<file path="src/rtl/l2_cacheline_adaptor.sv">
// rtl/l2_cacheline_adaptor.sv - L2 line port to 4-beat 64-bit DRAM burst adaptor
// Every output is a flop, so nothing on the DRAM or L2 side is combinational from pmem_*.
module l2_cacheline_adaptor #(
   parameter int BEATS = 4
) (
   input  logic         clk,
   input  logic         rst_n,
   input  logic [31:0]  pmem_address,
   input  logic         pmem_read,
   input  logic         pmem_write,
   input  logic [255:0] pmem_wdata,
   output logic [255:0] pmem_rdata,
   output logic         pmem_resp,
   output logic [31:0]  dram_address,
   output logic         dram_read,
   output logic         dram_write,
   output logic [63:0]  dram_wdata,
   input  logic [63:0]  dram_rdata,
   input  logic         dram_resp
);

   typedef enum logic [1:0] {
      IDLE  = 2'd0,
      READ  = 2'd1,
      WRITE = 2'd2,
      RESP  = 2'd3
   } state_t;

   state_t        state_q, state_d;
   logic [1:0]    cnt_q, cnt_d;
   logic [31:0]   addr_q, addr_d;
   logic [255:0]  wline_q, wline_d;
   logic [255:0]  rline_q, rline_d;
   logic          dram_read_q, dram_read_d;
   logic          dram_write_q, dram_write_d;
   logic          pmem_resp_q, pmem_resp_d;
   logic [63:0]   dram_wdata_q, dram_wdata_d;

   always_comb begin
      state_d = state_q;
      cnt_d   = cnt_q;
      addr_d  = addr_q;
      wline_d = wline_q;
      rline_d = rline_q;
      case (state_q)
         IDLE: begin
            if (pmem_read) begin
               addr_d  = {pmem_address[31:5], 5'b0};
               cnt_d   = 2'd0;
               state_d = READ;
            end else if (pmem_write) begin
               addr_d  = {pmem_address[31:5], 5'b0};
               wline_d = pmem_wdata;
               cnt_d   = 2'd0;
               state_d = WRITE;
            end
         end
         READ: begin
            if (dram_resp) begin
               rline_d[{cnt_q, 6'b0} +: 64] = dram_rdata;
               cnt_d = cnt_q + 2'd1;
               if (cnt_q == 2'(BEATS - 1)) state_d = RESP;
            end
         end
         WRITE: begin
            if (dram_resp) begin
               cnt_d = cnt_q + 2'd1;
               if (cnt_q == 2'(BEATS - 1)) state_d = RESP;
            end
         end
         default: state_d = IDLE;
      endcase

      // Outputs are precomputed from the next state so they appear registered one cycle later.
      dram_read_d  = (state_d == READ);
      dram_write_d = (state_d == WRITE);
      pmem_resp_d  = (state_d == RESP);
      dram_wdata_d = (state_d == WRITE) ? wline_d[{cnt_d, 6'b0} +: 64] : 64'd0;
   end

   always_ff @(posedge clk or negedge rst_n) begin
      if (!rst_n) begin
         state_q      <= IDLE;
         cnt_q        <= 2'd0;
         addr_q       <= 32'd0;
         wline_q      <= 256'd0;
         rline_q      <= 256'd0;
         dram_read_q  <= 1'b0;
         dram_write_q <= 1'b0;
         pmem_resp_q  <= 1'b0;
         dram_wdata_q <= 64'd0;
      end else begin
         state_q      <= state_d;
         cnt_q        <= cnt_d;
         addr_q       <= addr_d;
         wline_q      <= wline_d;
         rline_q      <= rline_d;
         dram_read_q  <= dram_read_d;
         dram_write_q <= dram_write_d;
         pmem_resp_q  <= pmem_resp_d;
         dram_wdata_q <= dram_wdata_d;
      end
   end

   assign pmem_rdata   = rline_q;
   assign pmem_resp    = pmem_resp_q;
   assign dram_address = addr_q;
   assign dram_read    = dram_read_q;
   assign dram_write   = dram_write_q;
   assign dram_wdata   = dram_wdata_q;

endmodule

</file>
<file path="config.mk">
export PLATFORM = sky130hd
export DESIGN_NAME = l2_cacheline_adaptor
export DESIGN_NICKNAME = d
export VERILOG_FILES = /design/src/rtl/l2_cacheline_adaptor.sv
export SDC_FILE = /design/constraint.sdc
export NUM_CORES = 1
export LEC_CHECK = 0
export BUFFER_PORTS_ARGS = -buffer_cell sky130_fd_sc_hd__buf_2
export CORE_AREA = 10 10 272 274
export CTS_CLUSTER_SIZE = 40
export DETAILED_ROUTE_END_ITERATION = 10
export DIE_AREA = 0 0 282 284
export SETUP_SLACK_MARGIN = 0.4
export SKIP_CTS_REPAIR_TIMING = 1
export SYNTH_ARGS = -nofsm -noshare
export SYNTH_HDL_FRONTEND = slang
export SYNTH_SLANG_ARGS = --single-unit
</file>
<file path="constraint.sdc">
create_clock -name clk -period 2.1 [get_ports clk]
set_input_delay 0.21 -clock clk [delete_from_list [all_inputs] [get_ports clk]]
set_output_delay 0.21 -clock clk [all_outputs]
set_load 0.01 [all_outputs]
</file>
== Yosys cells after proc, flatten, opt, wreduce, memory -nomap -nowiden ==
Index checks and enable logic that the tools add are counted.

* Register bits: 615
* Bits of input ports: 357
* Output and inout bits: 355

* Add/subtract/negate cells: 2
* Equal/unequal tests: 6
* Shifts and indexed selects: 3
* Muxes and demuxes: 16
* Reductions and logical operators: 5

{| class="wikitable"
|+ Operators with widths
! kind !! count
|-
| 2-to-1 mux 256 bit || 3
|-
| bitwise mux 256 bit || 1
|-
| variable shift 64 x 10 -> 256 bit (first input constant) || 1
|-
| indexed part select 256 x 9 -> 64 bit || 1
|-
| indexed part select 64 x 10 -> 256 bit || 1
|-
| 2-to-1 mux 32 bit || 2
|-
| 2-to-1 mux 64 bit || 1
|-
| 2-to-1 mux 2 bit || 7
|-
| negator 8 -> 10 bit || 1
|-
| equality test 2 bit (second input constant) || 4
|-
| one-hot mux 2 bit (2 select lines) || 2
|-
| equality test 2 x 1 -> 1 bit (second input constant) || 2
|-
| AND reduction 2 bit || 2
|-
| adder 2 x 1 -> 2 bit (second input constant) || 1
|-
| zero test 2 bit || 1
|-
| nonzero test 2 bit || 1
|-
| OR reduction 2 bit || 1
|}

== Longest topological paths before layout ==
Gate-level depths: netlist of the first run.

* Word-level depth: 6
* Depth in mapped cells: 11

== Worst setup path after synthesis of the first run ==
No wires, ideal clock.

* Path type: reg-to-reg
* From: register state_q[0]
* To: register dram_wdata_q[36], in the netlist dram_wdata[36]
* Library setup time: 0.132 ns
* Arrival time: 2.031 ns
* Required time: 1.968 ns
* Slack: -0.062 ns
* Stages on the path, launching flop included: 10
* Path through: dfrtp_1 ha_1 or3b_1 o21ai_2 a22oi_4 inv_4 buf_12 buf_6 mux2_4 o2bb2ai_1

* Cells in the longest elaborated chain, start to end: 5

{| class="wikitable"
|+ Ends and longest elaborated chain
! element !! line !! text
|-
| start: declaration || 29 || <nowiki>state_t state_q, state_d;</nowiki>
|-
| start signal: assignment || 93 || <nowiki>state_q <= state_d;</nowiki>
|-
| equality test 2 bit (tied with other cells) || 45 || <nowiki>case (state_q)</nowiki>
|-
| OR reduction 2 bit (no source line) (tied with other cells) || n/a ||
|-
| one-hot mux 2 bit (2 select lines) || 45 ||
|-
| indexed part select 256 x 9 -> 64 bit or equality test 2 bit (tied branches) || 78 || <nowiki>dram_wdata_d = (state_d == WRITE) ? wline_d[{cnt_d, 6'b0} +: 64] : 64'd0;</nowiki>
|-
| 2-to-1 mux 64 bit * || 78 ||
|-
| named net dram_wdata_d[36] || 37 || <nowiki>logic [63:0] dram_wdata_q, dram_wdata_d;</nowiki>
|-
| end signal: assignment || 101 || <nowiki>dram_wdata_q <= dram_wdata_d;</nowiki>
|-
| end: declaration || 37 ||
|}

Mark *: on every way through the listed nets, which the timed path passes. The rest lies on a longest branch.
A chain may end at the register's enable or synchronous reset.

== Final worst setup path of the first run ==
* From: register state_q[1]
* To: register dram_wdata_q[56], in the netlist dram_wdata[56]

{| class="wikitable"
|+ RTL lines
! element !! line !! text
|-
| zero test 2 bit || 45 ||
|-
| 2-to-1 mux 256 bit || 45 ||
|-
| named net wline_d[56] || 32 || <nowiki>logic [255:0] wline_q, wline_d;</nowiki>
|-
| indexed part select 256 x 9 -> 64 bit || 78 ||
|-
| 2-to-1 mux 64 bit || 78 ||
|-
| named net dram_wdata_d[56] || 37 ||
|}

The timed path passes the listed nets, and every way through them passes these cells.

==> results by stage, run 1 <==
Outcome:
- The run finished, with violations left.
- The checks that failed: setup timing.

STA:
- On the final layout, the worst clock skew is between 0.03 and 0.04 ns.
- Setup slack on the critical path of the routed design comes to -0.139 ns.
- The minimum clock period is 2.24 ns.
- The share of the cycle needed by the critical path after routing is 107%.
- Based on the critical path, the design can be clocked at up to 447 MHz.
- Setup repair after global routing could not meet its margin everywhere.
- The measured slew at the worst slew-check pin is around 0.66 ns.
- The count of final hold-check violations came to 0.
- Setup total negative slack on the finished layout was measured at -4.61 ns.
- The count of final max-slew check failures came to 0.
- The worst-case headroom to the max-slew limit is between 50 and 60%.
- Setup violations remaining at the end of the flow were counted as 63.

Flow run:
- The count of max-cap constraint violations is 0.

Worst hold path:
- The end of the worst hold path is state_q[1].
- The worst hold path was traced through 3 stages.
- In this run the most critical hold path is launched from pmem_read.
- The class of the tightest hold or removal check is in -> reg.

Pwr:
- The part of the total power dissipated in sequential elements is around 36%.
- The static leakage is around 19 nW.
- In this run, the combinational gates consume 39.2% of the power.
- The switching fraction of total power is approximately 32%.
- The internal portion of the total power is between 0.03 and 0.04 W.
- In this run, the clock network consumes approximately a quarter of the power.
- IR analysis of the VDD net gives a maximum drop of ~0.00081 V.
- The areal power density over the cells is between 1000 and 1500 nW/um2.
- For this design the total switching power over the nets is 0.0156 W.

Global routing:
- The global-route usage over all layers is about 21%.
- The wire length of the first global-routing pass is 124 mm.
- The largest net degree at the start of global routing is 65.
- The number of antenna violations at the first check in global routing is 12.
- The remaining global-route overflow is 0.
- The via count of the first global-routing pass is ~18000.

Placement:
- During placement, the flow inserted port buffers numbering between 700 and 800.
- Summed over all nets, the half-perimeter wirelength after detailed placement is 63.6 mm.
- The final RePlAce weighted congestion is 0.866.

Floorplan:
- In this run the horizontal extent of the chip is 282 um.
- The vertical extent of the die is between 200 and 300 um.
- Pin placement for this block handled between 700 and 800 I/O pins.
- The area inside the core boundary is roughly 68000 um2.
- In this run the core area contains 96 standard-cell rows.
- The initial standard-cell utilization of the core is between 30% and 40%.
- The die covers 80100 um2.

Setup path:
- Walking the worst path, the cells encountered are inv_2 > ha_4 > nand3b_1 > buf_6 > clkbuf_16 > buf_16 > buf_4 > mux2_2 > mux2i_2 > o2bb2ai_2.
- The capture point of the worst reg-to-reg path is dram_wdata[56].
- Data arrives at the worst endpoint at between 2 and 3 ns.
- Measured in cells, the most critical reg-to-reg path has a length of 10.
- The worst-path maximum fanout is 7.
- The critical path is of the reg -> reg type.
- The biggest cell delay along the critical path is 0.42 ns.
- The startpoint type of the worst setup path is a flop.
- The kind of end point of the critical path is a flop.
- Across all register-to-register paths, the minimum setup slack is -0.14 ns.
- For this design, the slowest cell found on the critical path is sky130_fd_sc_hd__dfrtp_2.
- The required time of the critical path is 2.57 ns.
- The startpoint of the most critical register-to-register path is state_q[1].

Routing:
- Once detail routing completed, the nets flagged for antenna violations numbered 0.
- The routed length per instance is 27.0 um.
- The wire length reported by the detailed router is slightly below 100 mm.
- Dividing the detail-routed via count by the number of cells gives approximately 5.3.
- The total vias in the final route is ~19000.
- The count of unresolved DRC violations after routing is 0.
- The detailed router finished its first iteration with 1284 violations.
- The first-pass detailed-route iteration total is 7.

Logic synthesis:
- The count of mapped cells out of synthesis is roughly 1500.
- Of all flip-flops after synthesis, the portion carrying an async set or reset was 100%.
- In the synthesized netlist the dominant register cell turns out to be sky130_fd_sc_hd__dfrtp_1.
- Among all cell types in the netlist, the one instantiated most often is sky130_fd_sc_hd__dfrtp_1.
- The register area share after synthesis is 64.3%.
- Sorting the synthesized cells by area gives the leading types as sky130_fd_sc_hd__dfrtp_1 64%, sky130_fd_sc_hd__mux2_2 15%, sky130_fd_sc_hd__a22o_1 9.5%.
- The synthesized netlist contains 38 unique library cells.
- The netlist area before placement is approximately 24000 um2.
- The mean instance size in the synthesized netlist is between 15 and 20 um2.
- The commonest cells after synthesis are 610 x sky130_fd_sc_hd__dfrtp_1, 318 x sky130_fd_sc_hd__mux2_2, 257 x sky130_fd_sc_hd__a22o_1.
- In this run, synthesis produced a sequential element count of between 600 and 700.
- The Yosys step of the flow raised 0 warnings.
- The area fraction of the dominant cell type after synthesis is ~64%.
- The synthesized design contains 0 enable-type register cells.
- The biggest area contributor in the post-synthesis netlist is sky130_fd_sc_hd__dfrtp_1.

CTS:
- The clock root buffer is sky130_fd_sc_hd__clkbuf_16.
- The sink count of the clock tree is between 600 and 700.
- The later pin in the worst-skew pair is clocked with a latency of around 0.62 ns.
- Clock-pin slew was measured on the worst setup and hold paths at roughly 0.060 ns.
- The clock tree synthesis step divided the H-tree into 3 levels.
- The CTS tree is built.
- The clock passes through at most 3 buffers.
- The number of buffers inserted during clock tree synthesis is 67.

Final layout:
- After the last flow step, the layout net total stands at around 3000.
- The area added between synthesis and finish is 57.6%.
- The core utilization of the finished layout is between 50% and 60%.
- Cells with a size suffix above 1 make up 51.4% of the layout.
-- layer usage --
layer / part of all wire [%] / track usage [%] / wire [um] / up-vias
li1: - / - / - / 8065
met3: 7.2 / 5.20 / 7140 / 291
met4: 5.3 / 8.40 / 5250 / 4
met1: 38 / 24.7 / 37300 / 10100
met2: 50 / 34.7 / 48900 / 957
met5: 0.021 / 0 / 21 / -
-- cell usage in the layout (no fill, tap or decap), drive strengths merged --
master       netlist  routed
a22o             257     257
dfrtp            610     610
clkbuf            67     129
o21ai              4       4
or3b               1       1
or2                1       1
inv                7      10
nand2              1       1
o21bai             1       1
clkinv             0      16
and2               1       1
conb               1       5
o22a               1       1
a21oi              2       2
mux2             347     347
o2bb2ai           64      64
ha                 9       9
o32ai              1       1
nor4               1       1
mux2i             64      64
nor2b              3       3
bufinv             0       3
nand2b             2       2
a21o               1       1
a22oi              1       1
clkinvlp           0       1
nand3              5       5
nor4b              3       3
diode              0      12
dlygate4sd3        0     348
buf               51     867
nor2               1       1
nand3b             2       2
-- power by group through the flow --
stage,sequential [W],clock [W],combinational (W)
floorplan,0.0179,0,0.00912
global placement,0.0174,0,0.0151
detailed placement,0.0175,0,0.0154
CTS,0.0174,0.0121,0.0155
global route,0.0179,0.0126,0.0201
finish,0.0175,0.0119,0.0190
-- through the flow --
stage          instance area (um2)  hold WS, ns  std cells  power (W)  setup slack [ns]
6_report                     37400       0.0810       3656     0.0484            -0.139
3_5_place_dp                 29300        0.212       3083     0.0330            -0.288
3_3_place_gp                 29300        0.208       3083     0.0325            -0.230
5_1_grt                      37400       0.0678       3653     0.0505            -0.198
4_1_cts                      31500       -0.454       3198     0.0450            -0.316
2_1_floorplan                24000      -0.0856       1513     0.0270            0.0367
-- state kept, by name (all words and copies together) (netlist names) --
signal / count
dram_write: 1
pmem_resp: 1
dram_wdata: 64
pmem_rdata: 256
state_q: 2
wline_q: 256
dram_address: 27
dram_read: 1
cnt_q: 2
-- logic make-up (layout without fill, tap and decap cells) --
group,Yosys count,in the layout,synth area share [%]
compound gates,332,332,12.4
fa+ha+maj,9,9,0.475
buf+inv,125,1374,2.79
flops,610,610,64.3
mux,411,411,19.5
other cells,1,17,0.0158
simple gates,21,21,0.585
-- worst max path at each step --
stage	depth (start not counted)	slack [ns]	startpoint	end
finish	10	-0.14	state_q[1]	dram_wdata[56]
global route	9	-0.20	state_q[1]	dram_wdata[33]
CTS	9	-0.32	state_q[1]	dram_wdata[14]
global placement	9	-0.23	state_q[0]	dram_wdata[14]
detailed placement	9	-0.29	state_q[1]	dram_wdata[14]
floorplan	9	0.04	state_q[0]	dram_wdata[47]
-- area by class of cell --
| type | instances | area, um2 |
|---|---|---|
| Clock buffer | 92 | 1920 |
| Sequential cell | 610 | 15300 |
| Fill cell | 5405 | 31000 |
| Clock inverter | 23 | 304 |
| Multi-Input combinational cell | 778 | 8610 |
| Inverter | 7 | 33.8 |
| Tap cell | 882 | 1100 |
| Timing Repair Buffer | 1252 | 10100 |
| Antenna cell | 12 | 30.0 |
-- critical path: cells and delay by family, from the launching register on --
kind | cells | cell delay (ns)
and+or+nand+nor | 1 | 0.15
buffers and inverters | 5 | 0.71
adders and majority gates | 1 | 0.17
DFF | 1 | 0.42
muxes | 2 | 0.58
AOI/OAI and AO/OA | 1 | 0.08
(Power assumes the default switching activity.)
==> run 2: changes to the inputs <==
CORE_AREA = not set   (was 10 10 272 274)
CORE_MARGIN = 10   (was not set)
CORE_UTILIZATION = 30   (was not set)
DIE_AREA = not set   (was 0 0 282 284)
==> results by stage, run 2 (synthesized netlist as in run 1, its figures left out) <==
Routing:
- The wire length reported by the detailed router is 96.1 mm (-2.5%).
- The first-pass detailed-route iteration total came to 5 (-2).
- The total vias in the final route is 19100 (-1.2%).
- The ratio of routed vias to standard cells is 5.00 (-5.6%).
- The count of unresolved DRC violations after routing came to 0 (unchanged).
- The count of routing violations after the opening detailed-route iteration is 1111 (-13%).
- The routed length per instance is 25.1 um (-6.9%).
- The post-route antenna net violation count is 0 (unchanged).

STA:
- The measured slew at the worst slew-check pin came to 0.542 ns (-0.118 ns).
- The minimum clock period is 2.32 ns (+0.0804 ns).
- The final worst clock skew is 0.0451 ns (+0.00951 ns).
- The worst-case headroom to the max-slew limit was 63.9% (+8.0 points).
- The maximum frequency from static timing analysis is 431 MHz (-3.5%).
- Setup repair after global routing could not meet its margin everywhere.
- The minimum hold slack came to 0.0821 ns (+0.00107 ns).
- The count of final max-slew check failures came to 0 (unchanged).
- The share of the cycle needed by the critical path after routing is 110% (+3.8 points).
- The final worst slack is -0.220 ns (-0.0804 ns).
- The count of final hold-check violations is 0 (unchanged).
- The total of endpoints with negative setup slack in the final report is 65 (+3.2%).

Final layout:
- The area taken by flip-flops and latches is 15300 um2 (about the same).
- The area growth from synthesis to layout is 56.6%.
- Leaving out fill and tap cells, the most frequent cells in the layout are 700 x sky130_fd_sc_hd__buf_2, 608 x sky130_fd_sc_hd__dfrtp_1, 348 x sky130_fd_sc_hd__dlygate4sd3_1.
- The total non-filler cell area in the finished layout is 37200 um2 (-0.65%).
- The fraction of final layout cells sized beyond drive strength 1 was 50.9% (-0.49 points).
- The number of filler instances in the final layout is 6721 (+24%).
- The core utilization of the finished layout was 47.2% (-7.5 points).
- The combined area of the multi-input logic cells is 8480 um2 (-1.6%).
- The library cell used most frequently in the layout, excluding fill and tap cells, is sky130_fd_sc_hd__buf_2.
- The count of placed standard cells in the final layout, fillers left out was 3828 (+4.7%).
- The net count of the finished layout is 3080 (-0.065%).

CTS:
- The tree is rooted in a sky130_fd_sc_hd__clkbuf_16.
- TritonCTS built the clock tree.
- The clock latency on the worst-skew pair is 0.64 ns (+0.02 ns).
- The sink count of the clock tree came to 610 (unchanged).
- The deepest level of the CTS H-tree is 3 (unchanged).
- The number of buffers inserted during clock tree synthesis was 67 (unchanged).
- The clock slew seen by the registers of the worst setup and hold paths came to 0.06 ns (about the same).
- The maximum number of buffers from clock root to sink came to 3 (unchanged).

Setup path:
- STA classifies the critical path endpoint as a flop.
- The register-to-register setup slack is -0.22 ns (-0.08 ns).
- The data arrival time at the worst-slack endpoint is 2.80 ns (+0.09 ns).
- The type of the setup path with the least slack is reg -> reg.
- The worst-path maximum fanout is 7 (unchanged).
- STA classifies the critical path startpoint as a flop.
- The required time of the critical path is 2.58 ns (about the same).

Placement:
- The total of buffers placed on input and output ports is 701 (unchanged).
- The placed wire-length estimate is 61.8 mm (-2.8%).
- The final RePlAce weighted congestion is 0.863 (-0.42%).
- The number of placed cells counting well taps is 3273 (+6.2%).
- The post-placement cell area is 29500 um2 (+0.72%).

Global routing:
- The wire length of the first global-routing pass is 121 mm (-2.7%).
- The number of antenna violations at the first check in global routing is 9 (-3).
- The largest net degree at the start of global routing came to 82 (+26%).
- The via count of the first global-routing pass came to 18100 (+0.83%).
- The global-route usage over all layers came to 17.4% (-3.2 points).
- The remaining global-route overflow is 0 (unchanged).

Floorplan:
- The initial standard-cell utilization of the core is 30.1% (-4.6 points).
- The area inside the core boundary is 78700 um2 (+15%).
- The number of I/O pins is 712 (unchanged).
- The full die area is 90800 um2 (+13%).
- The count of standard-cell rows is 103 (+7.3%).
- The vertical extent of the die is 301 um (+6.1%).
- The die extent in x is 301 um (+6.8%).

Worst hold path:
- The class of the tightest hold or removal check is in -> reg.

Pwr:
- The worst voltage drop across the vdd grid is 0.000847 V (+4.2%).
- The areal power density over the cells is 1320 nW/um2 (+1.9%).
- The static leakage is 18.6 nW (-0.99%).

Outcome:
- The flow ran to the end, but the final reports show violations.
- The final reports fail on setup timing.

Flow run:
- The count of max-cap constraint violations is 0 (unchanged).
==> run 2: path summary, 6_finish.rpt <==
| path | depth (start not counted) | endpoint | start |
|---|---|---|---|
| max reg2reg | 10 | dram_wdata[22] | state_q[0] |
| min in group asynchronous | 2 | wline_q[62] | rst_n |
| min reg2reg | 1 | wline_q[211] | wline_q[211] |
| max | 10 | dram_wdata[22] | state_q[0] |
| max in group asynchronous | 4 | pmem_rdata[146] | rst_n |
| min | 3 | state_q[1] | dram_resp |
==> run 2: metal layers <==
layer	share of wire, %	vias to the layer above	GRT usage (%)
li1	-	8083	-
met1	38	9877	20.4
met2	50	920	30.0
met3	6.8	269	4.32
met4	4.8	0	7.55
met5	0	-	0
==> run 2: worst max-delay path: stages (launching register included) <==
cell and delay (ns):
sky130_fd_sc_hd__dfrtp_1 0.39, sky130_fd_sc_hd__inv_2 0.06, sky130_fd_sc_hd__ha_4 0.17, sky130_fd_sc_hd__nand3b_1 0.24, sky130_fd_sc_hd__buf_6 0.19, sky130_fd_sc_hd__clkbuf_16 0.19, sky130_fd_sc_hd__buf_6 0.14, sky130_fd_sc_hd__buf_4 0.12
sky130_fd_sc_hd__mux2_2 0.36, sky130_fd_sc_hd__mux2i_1 0.20, sky130_fd_sc_hd__o2bb2ai_1 0.13
==> run 2: cell type report <==
type	count	share of cell area (%)
timing repair buffer	1250	26.1
tap	1050	3.54
clock buffer	91	5.08
inverter	7	0.111
clock inverter	27	1.13
antenna	15	0.101
multi-input combinational	778	22.8
sequential	610	41.1
==> run 2: power breakdown <==
| part | switching, W | total [W] | internal (W) |
|---|---|---|---|
| registers | 0.00164 | 0.0175 | 0.0159 |
| clock network | 0.00517 | 0.0123 | 0.00718 |
| logic | 0.00903 | 0.0192 | 0.0101 |
==> run 2: stage by stage <==
stage                     total power, W  setup TNS, ns  setup WS, ns
final                             0.0490          -7.51        -0.220
after global routing              0.0512         -12.13        -0.321
after CTS                         0.0452         -15.27        -0.332
after detailed placement          0.0327         -14.62        -0.305
after global placement            0.0322         -11.14        -0.245
after floorplan                   0.0270              0        0.0367
==> run 3: changes to the inputs <==
CORE_ASPECT_RATIO = 1.1   (was not set)
==> results by stage, run 3 (synthesized netlist as in run 1, its figures left out) <==
Setup path:
- The startpoint type of the worst setup path is a flop.
- The register-to-register setup slack is -0.09 ns (+0.13 ns).
- The cell family contributing the most delay on the critical path is buffers and inverters.
- The worst-path maximum fanout is 13 (+6).
- The cell that appears most often on the critical path is sky130_fd_sc_hd__clkbuf_16.
- The cell type of the slowest stage on the worst timing path is sky130_fd_sc_hd__dfrtp_2.
- The kind of end point of the critical path is a flop.
- The data arrival time at the worst-slack endpoint is 2.65 ns (-0.15 ns).
- The type of the setup path with the least slack is reg -> reg.
- The worst register-to-register path ends at dram_wdata[6].
- The startpoint identified for the worst register-to-register timing path is state_q[1].
- The worst path buffer plus inverter count came to 4 (-1).
- The biggest cell delay along the critical path is 0.42 ns (+0.03 ns).
- The depth of the worst register-to-register path is 9 (-1).
- The required time of the critical path is 2.56 ns (-0.02 ns).
- Walking the worst path, the cells encountered are inv_2 > ha_4 > nand3b_1 > buf_6 > clkbuf_16 > clkbuf_16 > mux2_2 > mux2i_1 > o2bb2ai_2.

CTS:
- The tree is rooted in a sky130_fd_sc_hd__clkbuf_16.
- The clock latency on the worst-skew pair is 0.60 ns (-0.04 ns).
- The number of buffers inserted during clock tree synthesis came to 69 (+3.0%).
- TritonCTS built the clock tree.
- The clock slew seen by the registers of the worst setup and hold paths is 0.07 ns (about the same).
- The deepest level of the CTS H-tree is 3 (unchanged).
- The sink count of the clock tree is 610 (unchanged).
- The maximum number of buffers from clock root to sink is 3 (unchanged).

STA:
- The minimum hold slack is 0.0549 ns (-0.0272 ns).
- Setup repair after global routing could not meet its margin everywhere.
- The final worst slack was -0.0888 ns (+0.131 ns).
- The final worst clock skew was 0.0343 ns (-0.0108 ns).
- The maximum frequency from static timing analysis is 457 MHz (+6.0%).
- The total of endpoints with negative setup slack in the final report is 61 (-6.2%).
- The minimum clock period is 2.19 ns (-0.131 ns).
- The count of final max-slew check failures came to 0 (unchanged).
- The share of the cycle needed by the critical path after routing is 104% (-6.2 points).
- The count of final hold-check violations is 0 (unchanged).
- The worst-case headroom to the max-slew limit is 57.7% (-6.2 points).
- The measured slew at the worst slew-check pin is 0.632 ns (+0.0903 ns).

Placement:
- The post-place setup slack is -0.175 ns (+0.130 ns).
- The final RePlAce weighted congestion came to 0.863 (about the same).
- The placed wire-length estimate came to 60.2 mm (-2.7%).
- The total of buffers placed on input and output ports is 701 (unchanged).

Final layout:
- Leaving out fill and tap cells, the most frequent cells in the layout are 700 x sky130_fd_sc_hd__buf_2, 607 x sky130_fd_sc_hd__dfrtp_1, 347 x sky130_fd_sc_hd__dlygate4sd3_1.
- The fraction of final layout cells sized beyond drive strength 1 was 50.2% (-0.68 points).
- Relative to the synthesized area, the layout overhead comes to 55.2%.
- The net count of the finished layout is 3042 (-1.2%).
- The core utilization of the finished layout is 46.8% (-0.36 points).
- The library cell used most frequently in the layout, excluding fill and tap cells, is sky130_fd_sc_hd__buf_2.

Floorplan:
- The die extent in x is 288 um (-4.3%).
- The initial standard-cell utilization of the core came to 30.2% (+0.037 points).
- The count of standard-cell rows was 108 (+4.9%).
- The area inside the core boundary is 78600 um2 (-0.12%).
- The full die area is 90800 um2 (about the same).
- The number of I/O pins is 712 (unchanged).
- The vertical extent of the die came to 315 um (+4.6%).

Routing:
- The count of routing violations after the opening detailed-route iteration is 983 (-12%).
- The total vias in the final route came to 18500 (-3.5%).
- The count of unresolved DRC violations after routing is 0 (unchanged).
- The post-route antenna net violation count is 0 (unchanged).
- The first-pass detailed-route iteration total was 5 (unchanged).
- The routed length per instance came to 23.9 um (-4.7%).
- The ratio of routed vias to standard cells is 4.89 (-2.3%).
- The wire length reported by the detailed router is 90.5 mm (-5.8%).

Global routing:
- The wire length of the first global-routing pass came to 118 mm (-2.0%).
- The global-route usage over all layers is 17.0% (-0.38 points).
- The remaining global-route overflow was 0 (unchanged).
- The largest net degree at the start of global routing is 85 (+3.7%).
- The via count of the first global-routing pass is 18200 (+0.51%).
- The number of antenna violations at the first check in global routing came to 12 (+3).

Worst hold path:
- For hold timing, the worst endpoint is pmem_rdata[99].
- The startpoint identified for the worst hold timing path is dram_rdata[35].
- The class of the tightest hold or removal check is in -> reg.
- The hold-critical path depth is 2 (-1).

Pwr:
- The areal power density over the cells is 1300 nW/um2 (-1.3%).
- The worst voltage drop across the vdd grid is 0.000900 V (+6.2%).
- The static leakage is 18.4 nW (-0.86%).

Outcome:
- The final reports fail on setup timing.
- The flow ran to the end, but the final reports show violations.

Flow run:
- The count of max-cap constraint violations is 0 (unchanged).
[run 3: metal layers]
layer  global-route usage, %  vias up  part of all wire [%]  wire [um]
met4                    5.91        6                   4.0       3590
met3                    7.51      175                   8.5       7710
met1                    19.3     9475                    38      34400
met2                    28.3      843                    50      44800
met5                       0        -                 0.045         41
li1                        -     7983                     -          -
[run 3: area by class of cell]
class                      count  area, um2
timing repair buffer        1210       9370
sequential                   610      15300
tap                         1045       1310
clock buffer                 100       1980
clock inverter                22        363
fill                        6772      41800
multi-input combinational    778       8470
antenna                       11       27.5
inverter                       7       33.8
[run 3: worst max-delay path by stage]
stage               start  cells after the start        endpoint
2_1_floorplan  state_q[0]                      9  dram_wdata[47]
3_3_place_gp   state_q[1]                      8  dram_wdata[20]
3_5_place_dp   state_q[1]                      8  dram_wdata[20]
4_1_cts        state_q[1]                      8   dram_wdata[6]
5_1_grt        state_q[1]                     10  dram_wdata[57]
6_report       state_q[1]                      9   dram_wdata[6]
[run 3: report_power, final]
part / switching [W] / total [W] / internal, W
registers: 0.00164 / 0.0175 / 0.0159
logic: 0.00843 / 0.0181 / 0.00963
clock network: 0.00500 / 0.0124 / 0.00738
[run 3: per-stage QoR]
| step | instance area, um2 | std cells | total power (W) | TNS (ns) |
|---|---|---|---|---|
| floorplan | 24000 | 1513 | 0.0270 | 0 |
| global placement | 29400 | 3244 | 0.0324 | -6.42 |
| detailed placement | 29400 | 3244 | 0.0329 | -7.55 |
| CTS | 31700 | 3366 | 0.0455 | -7.96 |
| global route | 36800 | 3780 | 0.0503 | -9.05 |
| finish | 36800 | 3783 | 0.0479 | -2.27 |
